**src/rtl/qa_7seg_pkg.sv**
```systemverilog
// Shared constants for the 7-segment readback decoder: glyph ROM values,
// the optional alternate glyphs and the sequencer state encoding.
package qa_7seg_pkg;

  localparam int SEG_PER_DIGIT = 7;
  localparam int NIB_W         = 4;

  // Active-high glyphs, bit order {g,f,e,d,c,b,a}; must track the encoder ROM.
  localparam logic [6:0] GLYPH_0 = 7'h3F;
  localparam logic [6:0] GLYPH_1 = 7'h06;
  localparam logic [6:0] GLYPH_2 = 7'h5B;
  localparam logic [6:0] GLYPH_3 = 7'h4F;
  localparam logic [6:0] GLYPH_4 = 7'h66;
  localparam logic [6:0] GLYPH_5 = 7'h6D;
  localparam logic [6:0] GLYPH_6 = 7'h7D;
  localparam logic [6:0] GLYPH_7 = 7'h07;
  localparam logic [6:0] GLYPH_8 = 7'h7F;
  localparam logic [6:0] GLYPH_9 = 7'h6F;
  localparam logic [6:0] GLYPH_A = 7'h77;
  localparam logic [6:0] GLYPH_B = 7'h7C;
  localparam logic [6:0] GLYPH_C = 7'h39;
  localparam logic [6:0] GLYPH_D = 7'h5E;
  localparam logic [6:0] GLYPH_E = 7'h79;
  localparam logic [6:0] GLYPH_F = 7'h71;
  localparam logic [6:0] SEG_BLANK = 7'h00;

  // Alternate 7 (with f) and 9 (without d); 6-without-a collides with b.
  localparam logic [6:0] ALT_GLYPH_7 = 7'h27;
  localparam logic [6:0] ALT_GLYPH_9 = 7'h67;

  typedef enum logic [1:0] {
    IDLE   = 2'd0,
    DECODE = 2'd1,
    DONE   = 2'd2
  } state_t;

endpackage

```
**src/rtl/qa_7seg_decoder_glyph_lookup.sv**
```systemverilog
// Combinational pattern-to-nibble lookup for one active-high digit.
// QA_7SEG_DEC_ALT_GLYPH_EN additionally accepts the alternate 7 and 9 glyphs.
module qa_7seg_glyph_lookup
  import qa_7seg_pkg::*;
(
  input  logic [SEG_PER_DIGIT-1:0] i_pattern,
  output logic [NIB_W-1:0]         o_nibble,
  output logic                     o_valid,
  output logic                     o_blank
);

  always_comb begin
    o_nibble = '0;
    o_valid  = 1'b1;
    o_blank  = 1'b0;
    case (i_pattern)
      GLYPH_0: o_nibble = 4'h0;
      GLYPH_1: o_nibble = 4'h1;
      GLYPH_2: o_nibble = 4'h2;
      GLYPH_3: o_nibble = 4'h3;
      GLYPH_4: o_nibble = 4'h4;
      GLYPH_5: o_nibble = 4'h5;
      GLYPH_6: o_nibble = 4'h6;
      GLYPH_7: o_nibble = 4'h7;
      GLYPH_8: o_nibble = 4'h8;
      GLYPH_9: o_nibble = 4'h9;
      GLYPH_A: o_nibble = 4'hA;
      GLYPH_B: o_nibble = 4'hB;
      GLYPH_C: o_nibble = 4'hC;
      GLYPH_D: o_nibble = 4'hD;
      GLYPH_E: o_nibble = 4'hE;
      GLYPH_F: o_nibble = 4'hF;
`ifdef QA_7SEG_DEC_ALT_GLYPH_EN
      ALT_GLYPH_7: o_nibble = 4'h7;
      ALT_GLYPH_9: o_nibble = 4'h9;
`endif
      SEG_BLANK: begin
        o_valid = 1'b0;
        o_blank = 1'b1;
      end
      default: o_valid = 1'b0;
    endcase
  end

endmodule

```
**src/rtl/qa_7seg_decoder.sv**
```systemverilog
// Sequential 7-segment readback: captures the segment bus on start and decodes
// one digit per clock. Optional macro: QA_7SEG_DEC_ALT_GLYPH_EN (alternate glyphs).
module qa_7seg_decoder
  import qa_7seg_pkg::*;
#(
  parameter int NUM_DIGITS = 6,
  parameter bit ACTIVE_LOW = 1'b1
) (
  input  logic                              clk,
  input  logic                              rst,
  input  logic                              start,
  input  logic [SEG_PER_DIGIT*NUM_DIGITS-1:0] segments,
  output logic                              busy,
  output logic                              done,
  output logic [NIB_W*NUM_DIGITS-1:0]       data,
  output logic [NUM_DIGITS/2-1:0]           enable,
  output logic [NUM_DIGITS-1:0]             digit_valid,
  output logic                              error
);

  localparam int SEG_W = SEG_PER_DIGIT * NUM_DIGITS;
  localparam int IDX_W = (NUM_DIGITS > 1) ? $clog2(NUM_DIGITS) : 1;
  localparam logic [IDX_W-1:0] LAST_IDX = IDX_W'(NUM_DIGITS - 1);

  state_t                    r_state, w_next;
  logic [SEG_W-1:0]          r_shadow;
  logic [IDX_W-1:0]          r_idx;
  logic [NUM_DIGITS-1:0]     r_blank;
  logic [NIB_W*NUM_DIGITS-1:0] r_data;
  logic [NUM_DIGITS/2-1:0]   r_enable;
  logic [NUM_DIGITS-1:0]     r_valid;
  logic                      r_error;
  logic                      r_done;

  logic [SEG_W-1:0]          w_capture;
  logic [SEG_PER_DIGIT-1:0]  w_pattern;
  logic [NIB_W-1:0]          w_nibble;
  logic                      w_valid;
  logic                      w_blank;
  logic                      w_last;
  logic [NUM_DIGITS/2-1:0]   w_enable;

  assign w_capture = ACTIVE_LOW ? ~segments : segments;
  assign w_pattern = r_shadow[int'(r_idx)*SEG_PER_DIGIT +: SEG_PER_DIGIT];
  assign w_last    = (r_idx == LAST_IDX);

  qa_7seg_glyph_lookup u_lookup (
    .i_pattern (w_pattern),
    .o_nibble  (w_nibble),
    .o_valid   (w_valid),
    .o_blank   (w_blank)
  );

  // A pair stays lit unless both of its digits decoded as blank.
  for (genvar k = 0; k < NUM_DIGITS/2; k++) begin : g_pair
    assign w_enable[k] = ~(r_blank[2*k] & r_blank[2*k+1]);
  end

  always_comb begin
    w_next = r_state;
    case (r_state)
      IDLE:    if (start) w_next = DECODE;
      DECODE:  if (w_last) w_next = DONE;
      DONE:    w_next = IDLE;
      default: w_next = IDLE;
    endcase
  end

  always_ff @(posedge clk or posedge rst) begin
    if (rst) r_state <= IDLE;
    else     r_state <= w_next;
  end

  always_ff @(posedge clk or posedge rst) begin
    if (rst) begin
      r_shadow <= '0;
      r_idx    <= '0;
      r_blank  <= '0;
      r_data   <= '0;
      r_enable <= '0;
      r_valid  <= '0;
      r_error  <= 1'b0;
      r_done   <= 1'b0;
    end else begin
      r_done <= (r_state == DONE);
      case (r_state)
        IDLE: begin
          if (start) begin
            r_shadow <= w_capture;
            r_idx    <= '0;
            r_valid  <= '0;
            r_error  <= 1'b0;
          end
        end
        DECODE: begin
          r_data[int'(r_idx)*NIB_W +: NIB_W] <= w_nibble;
          r_valid[r_idx] <= w_valid;
          r_blank[r_idx] <= w_blank;
          if (!w_valid && !w_blank) r_error <= 1'b1;
          if (!w_last) r_idx <= r_idx + 1'b1;
        end
        DONE:    r_enable <= w_enable;
        default: ;
      endcase
    end
  end

  assign busy        = (r_state != IDLE);
  assign done        = r_done;
  assign data        = r_data;
  assign enable      = r_enable;
  assign digit_valid = r_valid;
  assign error       = r_error;

endmodule

```
**config.mk**
```make
export PLATFORM = sky130hd
export DESIGN_NAME = qa_7seg_decoder
export DESIGN_NICKNAME = d
export VERILOG_FILES = /design/src/rtl/qa_7seg_pkg.sv /design/src/rtl/qa_7seg_decoder_glyph_lookup.sv /design/src/rtl/qa_7seg_decoder.sv
export SDC_FILE = /design/constraint.sdc
export NUM_CORES = 1
export LEC_CHECK = 0
export ABC_AREA = 1
export BUFFER_PORTS_ARGS = -buffer_cell sky130_fd_sc_hd__buf_2
export CORE_UTILIZATION = 35
export CTS_BUF_LIST = sky130_fd_sc_hd__clkbuf_8
export DETAILED_ROUTE_END_ITERATION = 7
export GPL_TIMING_DRIVEN = 0
export PLACE_DENSITY = 0.56
export SKIP_LAST_GASP = 1
export SYNTH_ARGS = -nofsm -noshare
export SYNTH_HDL_FRONTEND = slang
export SYNTH_SLANG_ARGS = --single-unit
```
**constraint.sdc**
```tcl
create_clock -name clk -period 4.6 [get_ports clk]
set_input_delay 0.23 -clock clk [delete_from_list [all_inputs] [get_ports clk]]
set_output_delay 0.23 -clock clk [all_outputs]
set_load 0.01 [all_outputs]
```
==> metrics.md, run 1 <==
| Metric | Value |
|---|---|
| Outcome | finished, final reports clean |
| Crit-path cells | inv_1 -> buf_2 -> nand2_1 -> nand3_1 -> nand2_1 -> nor2_2 -> nand2_1 -> nor2_1 -> nand2_1 -> nand2_1 -> nor2_1 -> nand2_1 -> nand3_1 -> a21oi_1 |
| Gr ovfl total | 0 |
| Buffer and inverter count on the worst path | 2 |
| Average wire per standard cell | about 13 um |
| DP Area | a little under 5000 um2 |
| Cells after synthesis | 558 |
| Period utilization | 0.529 |
| Root buf cell | clkbuf_8 |
| Relative slew slack | 0.581 |
| Register area share after synthesis | 0.511 |
| Routed WL | 10,800 um |
| Clock slew at reported path FFs | 90 ps |
| Synth warn | 0 |
| Total iterations of the first detailed-routing run | 4 |
| Num rows | 40 |
| Initial Utilization | 0.359 |
| FF+latch count, synth | 88 |
| Die ar. | ~13,000 um2 |
| Worst-Margin Slew | 623 ps |
| Die Width | 113 um |
| Clock skew | 7.75 ps |
| CP arrival | between 2000 and 3000 ps |
| Port-buffer cells | 80 |
| Setup CP Type | reg2reg |
| Hold_ws | roughly 42 ps |
| Count of final setup violators | 0 |
| Number of vias in the routed layout | 3,770 |
| Cell area after layout | roughly 5100 um2 |
| CP top delay family | simple AND/OR/NAND/NOR gates |
| Total power | 3.39 mW |
| CP Max Fanout | 10 |
| Final Wtd Congestion | 0.847 |
| CTS Buf Count | 9 |
| Leak pwr | between 2 and 3 nW |
| Req. time, crit path | 4890 ps |
| RSZ-0062 raised after global routing | no |
| Worst-Skew Late Latency | 370 ps |
| Synth unique cells | 26 |
| Area Growth Syn to Fin | 18.7% |
| CP Launch Type | flop |
| Drc violations | 0 |
| Post-route ant nets | 0 |
| Share of layout cells above drive strength 1 | 0.188 |
| Highest Clock Rate | 411 MHz |
| Max-cap violation count | 0 |
| Slowest CP cell | dfrtp_1 |
| Hold Fails Final Rpt | 0 |
| CTS tree | yes |
| Inserted Diodes | 0 |
| Vias in the first global route | 3,702 |
| Max incr delay on CP | 460 ps |
| Tot GR Track Use | 0.182 |
| Non-Filler Instances | around 800 |
| Clock Tree Buf Depth | 2 |
| Net Count, Synth | 609 |
| Inst Count DP | 786 |
| Initial DRC count | 168 |
| DIE HEIGHT | 113 um |
| CP Capture Type | flop |
| First-pass GRT wire length | 18,100 um |
| TNS Setup | 0 ps |
| Hold Crit Class | in2reg |
| CTS Sinks | 88 |
| Largest net degree at the start of global routing | 63 |
| Initial antenna violation count | 0 |
| CTS resizes | 0 |
| Core Area | 12,000 um2 |
| Number of H-tree levels | 3 |
| CP dominant cell by count | nand2_1 |
| Mapped Area | roughly 4300 um2 |
| Final net count | between 700 and 800 |
| Synthesized area per cell | just under 8 um2 |
| Power per cell area | 663 nW/um2 |
| Slew Viols, Final | 0 |
| Layout filler cell count | 1,283 |
| Final Critical Period | 2440 ps |
| Top Ports | 81 |
| DP Wirelength | between 8000 and 9000 um |
| DR vias/cell | 4.69 |
| IR drop worst, VDD | 0.267 mV |
## layout by cell type, fill, tap and decap left out, drive strengths merged, types with 3 or more instances in the layout
cell type and count:
nor3 6, nor2 61, a21boi 4, nand2 174, buf 88, a21oi 3, or2 6, dfrtp 88
clkbuf 18, o21ai 71, nand3 44, inv 73, a31oi 7, ha 6
## state kept, by name, summed over array words and instances, names as in the netlist
register / count
done: 1
error: 1
enable: 3
digit_valid: 6
r_state: 2
r_shadow: 42
data: 24
r_idx: 3
r_blank: 6
## metal layers
layer / track usage / vias up / wire [um]
li1: - / 1944 / -
met1: 0.246 / 1724 / 5140
met2: 0.296 / 89 / 5010
met3: 0.0402 / 13 / 439
met4: 0.0509 / 0 / 181
met5: 0 / - / 0
## cell families after synthesis
group,after synthesis,synth area share
flip-flops,88,0.511
AO/OA/AOI/OAI,85,0.103
adder cells (fa/ha/maj),6,0.0174
buffers and inverters,85,0.0783
AND/OR/NAND/NOR,293,0.288
XOR/XNOR,1,0.00203
## synth_stat cells (all sizes together)
| master | n | area (um2) |
|---|---|---|
| xor2 | 1 | 8.76 |
| ha | 6 | 75.1 |
| or2 | 6 | 37.5 |
| clkbuf | 9 | 33.8 |
| nor2 | 61 | 254 |
| nor4 | 1 | 12.5 |
| nand3 | 44 | 240 |
| nand2 | 174 | 663 |
| inv | 69 | 259 |
| nand4 | 1 | 6.26 |
| nor3 | 6 | 30.0 |
| a21oi | 3 | 15.0 |
| buf | 7 | 45.0 |
| dfrtp | 88 | 2200 |
| o21ai | 71 | 355 |
| a31oi | 7 | 43.8 |
| a21boi | 4 | 30.0 |
## power breakdown
part,leakage (nW),internal [mW],switching (mW),total (mW)
sequential,1.12,1.08,0.179,1.26
combinational,1.55,0.550,1.07,1.62
clock,0.104,0.243,0.276,0.518
total,2.78,1.87,1.52,3.39
## final cells by class
class	instances	area, um2	area share
plain buffers	16	78.8	0.0154
repair buffers	82	438	0.0856
clock buffers	9	124	0.0242
clock inverters	7	57.6	0.0112
well taps	147	184	0.0359
flip-flops and latches	88	2200	0.430
inverters	69	262	0.0511
multi-input cells	385	1770	0.346
## timing repair
action / 4_1_cts / 5_1_grt
hold endpoints to repair: 26 / 0
buffers inserted: 0 / 0
hold buffers: 1 / 0
## through the flow
step           setup slack (ps)   util
6_report                   2160  0.426
3_5_place_dp               2190  0.410
5_1_grt                    1880  0.426
4_1_cts                    2170  0.426
2_1_floorplan              2090      -
3_3_place_gp               1010  0.408
## final timing paths
check                              from  cells after the start        endpoint  slack (ps)
min reg2reg                  r_blank[3]                      1       enable[1]         450
max                            r_idx[0]                     14        data[20]        2160
max in group asynchronous           rst                      4    r_shadow[10]        3590
max reg2reg                    r_idx[0]                     14        data[20]        2160
min in group asynchronous           rst                      3  digit_valid[5]         390
min                        segments[12]                      2    r_shadow[12]          40
Power figures use the tool's default switching activity.
==> inputs of run 2 (changes only) <==
==> constraint.sdc (replaced) <==
create_clock -name clk -period 2.35 [get_ports clk]
set_input_delay 0.1175 -clock clk [delete_from_list [all_inputs] [get_ports clk]]
set_output_delay 0.1175 -clock clk [all_outputs]
set_load 0.01 [all_outputs]
==> metrics.md, run 2 (synthesis gave the netlist of run 1 again) <==
| Metric | Value |
|---|---|
| R2R setup slack | approximately 170 ps |
| Outcome | finished, final reports clean |
| Hold_ws | 301 ps |
| Worst-Skew Late Latency | 360 ps |
| Slew Viols, Final | 0 |
| Hold Crit Endpoint | r_shadow[34] |
| CTS Buf Count | 9 |
| Total power | 7.25 mW |
| Die ar. | 12,800 um2 |
| RSZ-0062 raised after global routing | yes |
| Top Ports | 81 |
| DP Wirelength | slightly above 8000 um |
| Gr ovfl total | 0 |
| Routed WL | 11,100 um |
| Clock slew at reported path FFs | ~100 ps |
| Post-route ant nets | 0 |
| Vias in the first global route | about 4,000 |
| Worst-Margin Slew | 571 ps |
| Most flop-heavy register | r_shadow |
| Inserted Diodes | 0 |
| Hold_sp | start |
| Relative slew slack | 0.618 |
| Initial antenna violation count | 0 |
| Highest Clock Rate | 459 MHz |
| Reg-to-Reg End | data[21] |
| Inst Count DP | 787 |
| Setup CP Type | reg2reg |
| CTS Sinks | 88 |
| Hold Path Cell Cnt | 4 |
| Final Critical Period | ~2200 ps |
| IR drop worst, VDD | between 0.4 and 0.5 mV |
| Final net count | approximately 750 |
| Root buf cell | clkbuf_8 |
| Req. time, crit path | ~2600 ps |
| Initial Utilization | 0.359 |
| Total iterations of the first detailed-routing run | 4 |
| Core Area | 12,000 um2 |
| Leak pwr | between 3 and 4 nW |
| Most frequent cells in the layout | nand2_1 (168), dfrtp_1 (85), buf_2 (81) |
| CP Launch Type | flop |
| Hold Crit Class | in2reg |
| Num rows | 40 |
| Count of final setup violators | 0 |
| Average wire per standard cell | 13.1 um |
| CP Max Fanout | 10 |
| Period utilization | 0.927 |
| Hold Fails Final Rpt | 0 |
| Max-cap violation count | 0 |
| TNS Setup | 0 ps |
| Die Width | 113 um |
| Share of layout cells above drive strength 1 | 0.209 |
| Cell area after layout | 5730 um2 |
| Tot GR Track Use | 0.186 |
| Initial DRC count | 198 |
| CP arrival | between 2000 and 2500 ps |
| Number of H-tree levels | 3 |
| Non-Filler Instances | 847 |
| Final Wtd Congestion | 0.828 |
| Clock Tree Buf Depth | 2 |
| DIE HEIGHT | 113 um |
| Power per cell area | 1260 nW/um2 |
| Worst R2R Start | r_idx[0] |
| First-pass GRT wire length | 18,800 um |
| R2R depth | 14 |
| Clock skew | between 10 and 15 ps |
| Most common cell after layout, fill and taps aside | nand2_1 |
| DR vias/cell | 4.61 |
| CTS tree | yes |
| Port-buffer cells | 80 |
| Largest net degree at the start of global routing | 44 |
| Number of vias in the routed layout | 3,906 |
| Drc violations | 0 |
| Area Growth Syn to Fin | 32.9% |
| Max reg flops | 42 |
| DP Area | 4940 um2 |
| CP Capture Type | flop |
run 2: changes by cell type in the layout (fill, tap and decap cells not counted), sizes merged:
cell	change
clkbuf	+1
dlygate4sd3	+42
buf	+2
inv	-4
clkinvlp	+1
clkinv	-1
bufinv	+3
run 2: what timing repair did:
item / in CTS / in global routing
setup endpoints to repair: 14 / 33
hold endpoints to repair: 64 / 0
pin swaps: 0 / 1
gates resized for setup: 5 / 22
hold buffers: 43 / 0
setup buffers: 0 / 1
run 2: stage by stage:
step | setup WS (ps) | util
floorplan | 421 | -
global placement | -52.0 | 0.408
detailed placement | -77.4 | 0.411
CTS | 19.0 | 0.471
global route | -0.959 | 0.477
finish | 171 | 0.477
run 2: cell type report:
class | instances | area (um2)
clock buffer | 10 | 138
clock inverter | 6 | 131
fill | 1213 | 6280
timing repair buffer | 126 | 878
sequential | 88 | 2210
buffer | 16 | 98.8
multi-input combinational | 385 | 1830
inverter | 69 | 263
tap | 147 | 184
run 2: metal layers:
layer / up-vias / wire, um / share of wire / track usage
met2: 78 / 5210 / 0.47 / 0.313
li1: 2039 / - / - / -
met5: - / 0 / 0 / 0
met4: 0 / 170 / 0.015 / 0.0605
met1: 1775 / 5410 / 0.49 / 0.248
met3: 14 / 327 / 0.029 / 0.0257
run 2: how the worst max path moves through the flow:
stage,from,to,slack [ps]
finish,r_idx[0],data[21],170
global route,r_idx[0],data[5],-1
CTS,r_idx[0],digit_valid[3],20
detailed placement,r_idx[0],data[2],-80
global placement,r_idx[0],data[3],-50
floorplan,r_idx[0],data[21],420
run 2: critical path, stage by stage (launching register included):
cell      delay, ps
dfrtp_2         460
buf_6           160
buf_6           140
nor2_1          150
inv_1            60
nand2_1          60
nand3_1         120
nand2_2         150
nor2_2           60
nand2_1          80
nand2_1          80
nor2_1          210
nand2_2         130
nand3_1         110
a21boi_1         70
run 2: report_power, final:
group / switching (mW) / internal (mW) / leakage [nW]
Sequential: 0.347 / 2.11 / 1.12
Clock: 0.550 / 0.840 / 0.134
Combinational: 2.19 / 1.21 / 1.75
==> inputs of run 3 (changes only) <==
--- a/config.mk
+++ b/config.mk
@@ -8,7 +8,7 @@
 export ABC_AREA = 1
 export BUFFER_PORTS_ARGS = -buffer_cell sky130_fd_sc_hd__buf_2
 export CORE_UTILIZATION = 35
-export CTS_BUF_LIST = sky130_fd_sc_hd__clkbuf_8
+export CTS_BUF_LIST = sky130_fd_sc_hd__clkbuf_16
 export DETAILED_ROUTE_END_ITERATION = 7
 export GPL_TIMING_DRIVEN = 0
 export PLACE_DENSITY = 0.56
==> metrics.md, run 3 (synthesis gave the netlist of run 1 again) <==
| Metric | Value |
|---|---|
| Slew Viols, Final | 0 |
| First-pass GRT wire length | 19,000 um |
| Sw Share | 0.413 |
| Leak pwr | around 3.0 nW |
| FF/Latch Area | 2210 um2 |
| Vias in the first global route | roughly 4,000 |
| Req. time, crit path | 2560 ps |
| Highest Clock Rate | 457 MHz |
| Root buf cell | clkbuf_16 |
| Power per cell area | around 1300 nW/um2 |
| Initial antenna violation count | 0 |
| Sequential share of power | 0.325 |
| RSZ-0062 raised after global routing | no |
| Final Critical Period | 2190 ps |
| Post-route ant nets | 0 |
| CTS tree | yes |
| Gr ovfl total | 0 |
| Share of layout cells above drive strength 1 | 0.209 |
| CP Max Fanout | 10 |
| Largest net degree at the start of global routing | 44 |
| Period utilization | 0.931 |
| Total power | 7.60 mW |
| CTS Sinks | just under 90 |
| CP Capture Type | flop |
| Setup WS pre-CTS | -77.4 ps |
| Layout filler cell count | 1,203 |
| Hold_ws | 330 ps |
| Drc violations | 0 |
| Crit-path cells | buf_6 -> buf_6 -> nor2_1 -> inv_1 -> nand2_1 -> nand3_1 -> nand2_2 -> nor2_2 -> nand2_1 -> nand2_1 -> nor2_1 -> nand2_2 -> nand3_1 -> a21boi_1 |
| Total iterations of the first detailed-routing run | 4 |
| Clock skew | 6.39 ps |
| CP top delay family | simple AND/OR/NAND/NOR gates |
| CP dominant cell by count | nand2_1 |
| Number of H-tree levels | 3 |
| Most common cell after layout, fill and taps aside | nand2_1 |
| Die ar. | about 13,000 um2 |
| Net switching power figure | 3.14 mW |
| Most flop-heavy register | r_shadow |
| DR vias/cell | 4.66 |
| Area occupied by multi-input gates | 1840 um2 |
| Initial Utilization | 0.359 |
| Slowest CP cell | dfrtp_2 |
| CP Launch Type | flop |
| Worst-Margin Slew | about 570 ps |
| Number of vias in the routed layout | 3,949 |
| Top Ports | 81 |
| TNS Setup | 0 ps |
| DP Wirelength | 8270 um |
| P_int | 4.46 mW |
| Hold Fails Final Rpt | 0 |
| Average wire per standard cell | around 13 um |
| Inserted Diodes | 0 |
| Die Width | 113 um |
| Routed WL | 11,200 um |
| Worst-Skew Late Latency | 340 ps |
| Max incr delay on CP | 450 ps |
| CP arrival | 2400 ps |
| Setup CP Type | reg2reg |
| Gate power share | 0.446 |
| Outcome | finished, final reports clean |
| Hold Crit Class | in2reg |
| Max reg flops | 42 |
| Initial DRC count | ~190 |
| Relative slew slack | 0.622 |
| Most frequent cells in the layout | nand2_1 (167), dfrtp_1 (85), buf_2 (81) |
| CTS Buf Count | 9 |
| Core Area | 12,000 um2 |
| Final Wtd Congestion | 0.828 |
| IR drop worst, VDD | 0.436 mV |
| Max-cap violation count | 0 |
| Port-buffer cells | 80 |
| Tot GR Track Use | 0.190 |
| Clock power share | 0.228 |
| Num rows | 40 |
| DIE HEIGHT | between 100 and 150 um |
| Area Growth Syn to Fin | 35.1% |
| Buffer and inverter count on the worst path | 3 |
| Clock Tree Buf Depth | 2 |
| Clock slew at reported path FFs | approximately 70 ps |
| Final WS setup | 162 ps |
| Final net count | 746 |
| Count of final setup violators | 0 |
==> run 3: cell types whose count changed in the layout (fill, tap and decap cells not counted), moves of 2 or more <==
| cell | previous run | this run |
|---|---|---|
| buf_6 | 5 | 3 |
| buf_4 | 1 | 3 |
| clkbuf_8 | 10 | 0 |
| nor2_2 | 11 | 9 |
| clkbuf_16 | 0 | 9 |
| nor2_4 | 3 | 5 |
==> run 3: worst paths after layout <==
check	start	end	slack, ps	depth (start not counted)
min	start	r_shadow[34]	330	4
max reg2reg	r_idx[0]	data[5]	160	14
max in group asynchronous	rst	r_idx[1]	1360	4
min in group asynchronous	rst	digit_valid[5]	390	3
max	r_idx[0]	data[5]	160	14
min reg2reg	r_blank[3]	enable[1]	460	1
==> run 3: area by class of cell <==
class                           count  share of cell area
Inverter                           69              0.0451
Timing Repair Buffer              126               0.151
Clock inverter                      7              0.0232
Tap cell                          147              0.0316
Buffer                             16              0.0157
Multi-Input combinational cell    385               0.317
Clock buffer                        9              0.0387
Sequential cell                    88               0.379
==> run 3: repair_timing <==
item,in CTS,in global routing
gates cloned,0,0
pin swaps,0,1
hold buffers,43,0
hold endpoints to repair,64,0
resized for setup,5,23
setup buffers,0,1
endpoints found under the setup margin,14,33
==> run 3: power by group through the flow <==
stage	Sequential [mW]	Clock [mW]	Combinational, mW
final	2.47	1.74	3.39
after global routing	2.55	1.83	3.90
after CTS	2.47	1.77	3.29
after detailed placement	2.49	0	3.18
after global placement	2.48	0	3.14
after floorplan	2.50	0	2.22
==> run 3: per-layer routing <==
layer  global-route usage  share of wire
met1                0.251           0.47
met5                    0              0
met4               0.0737          0.016
met2                0.317           0.47
met3               0.0257          0.038
==> run 3: per-stage QoR <==
step	cell area (um2)	std cells	utilization
2_1_floorplan	4320	558	-
3_3_place_gp	4900	785	0.408
3_5_place_dp	4940	787	0.411
4_1_cts	5750	846	0.479
5_1_grt	5830	847	0.485
6_report	5830	847	0.485
==> run 3: tightest hold or removal path, delay by kind of cell <==
kind,cells,cell delay (ps)
simple gates,1,60
compound gates,1,180
buf+inv,2,270
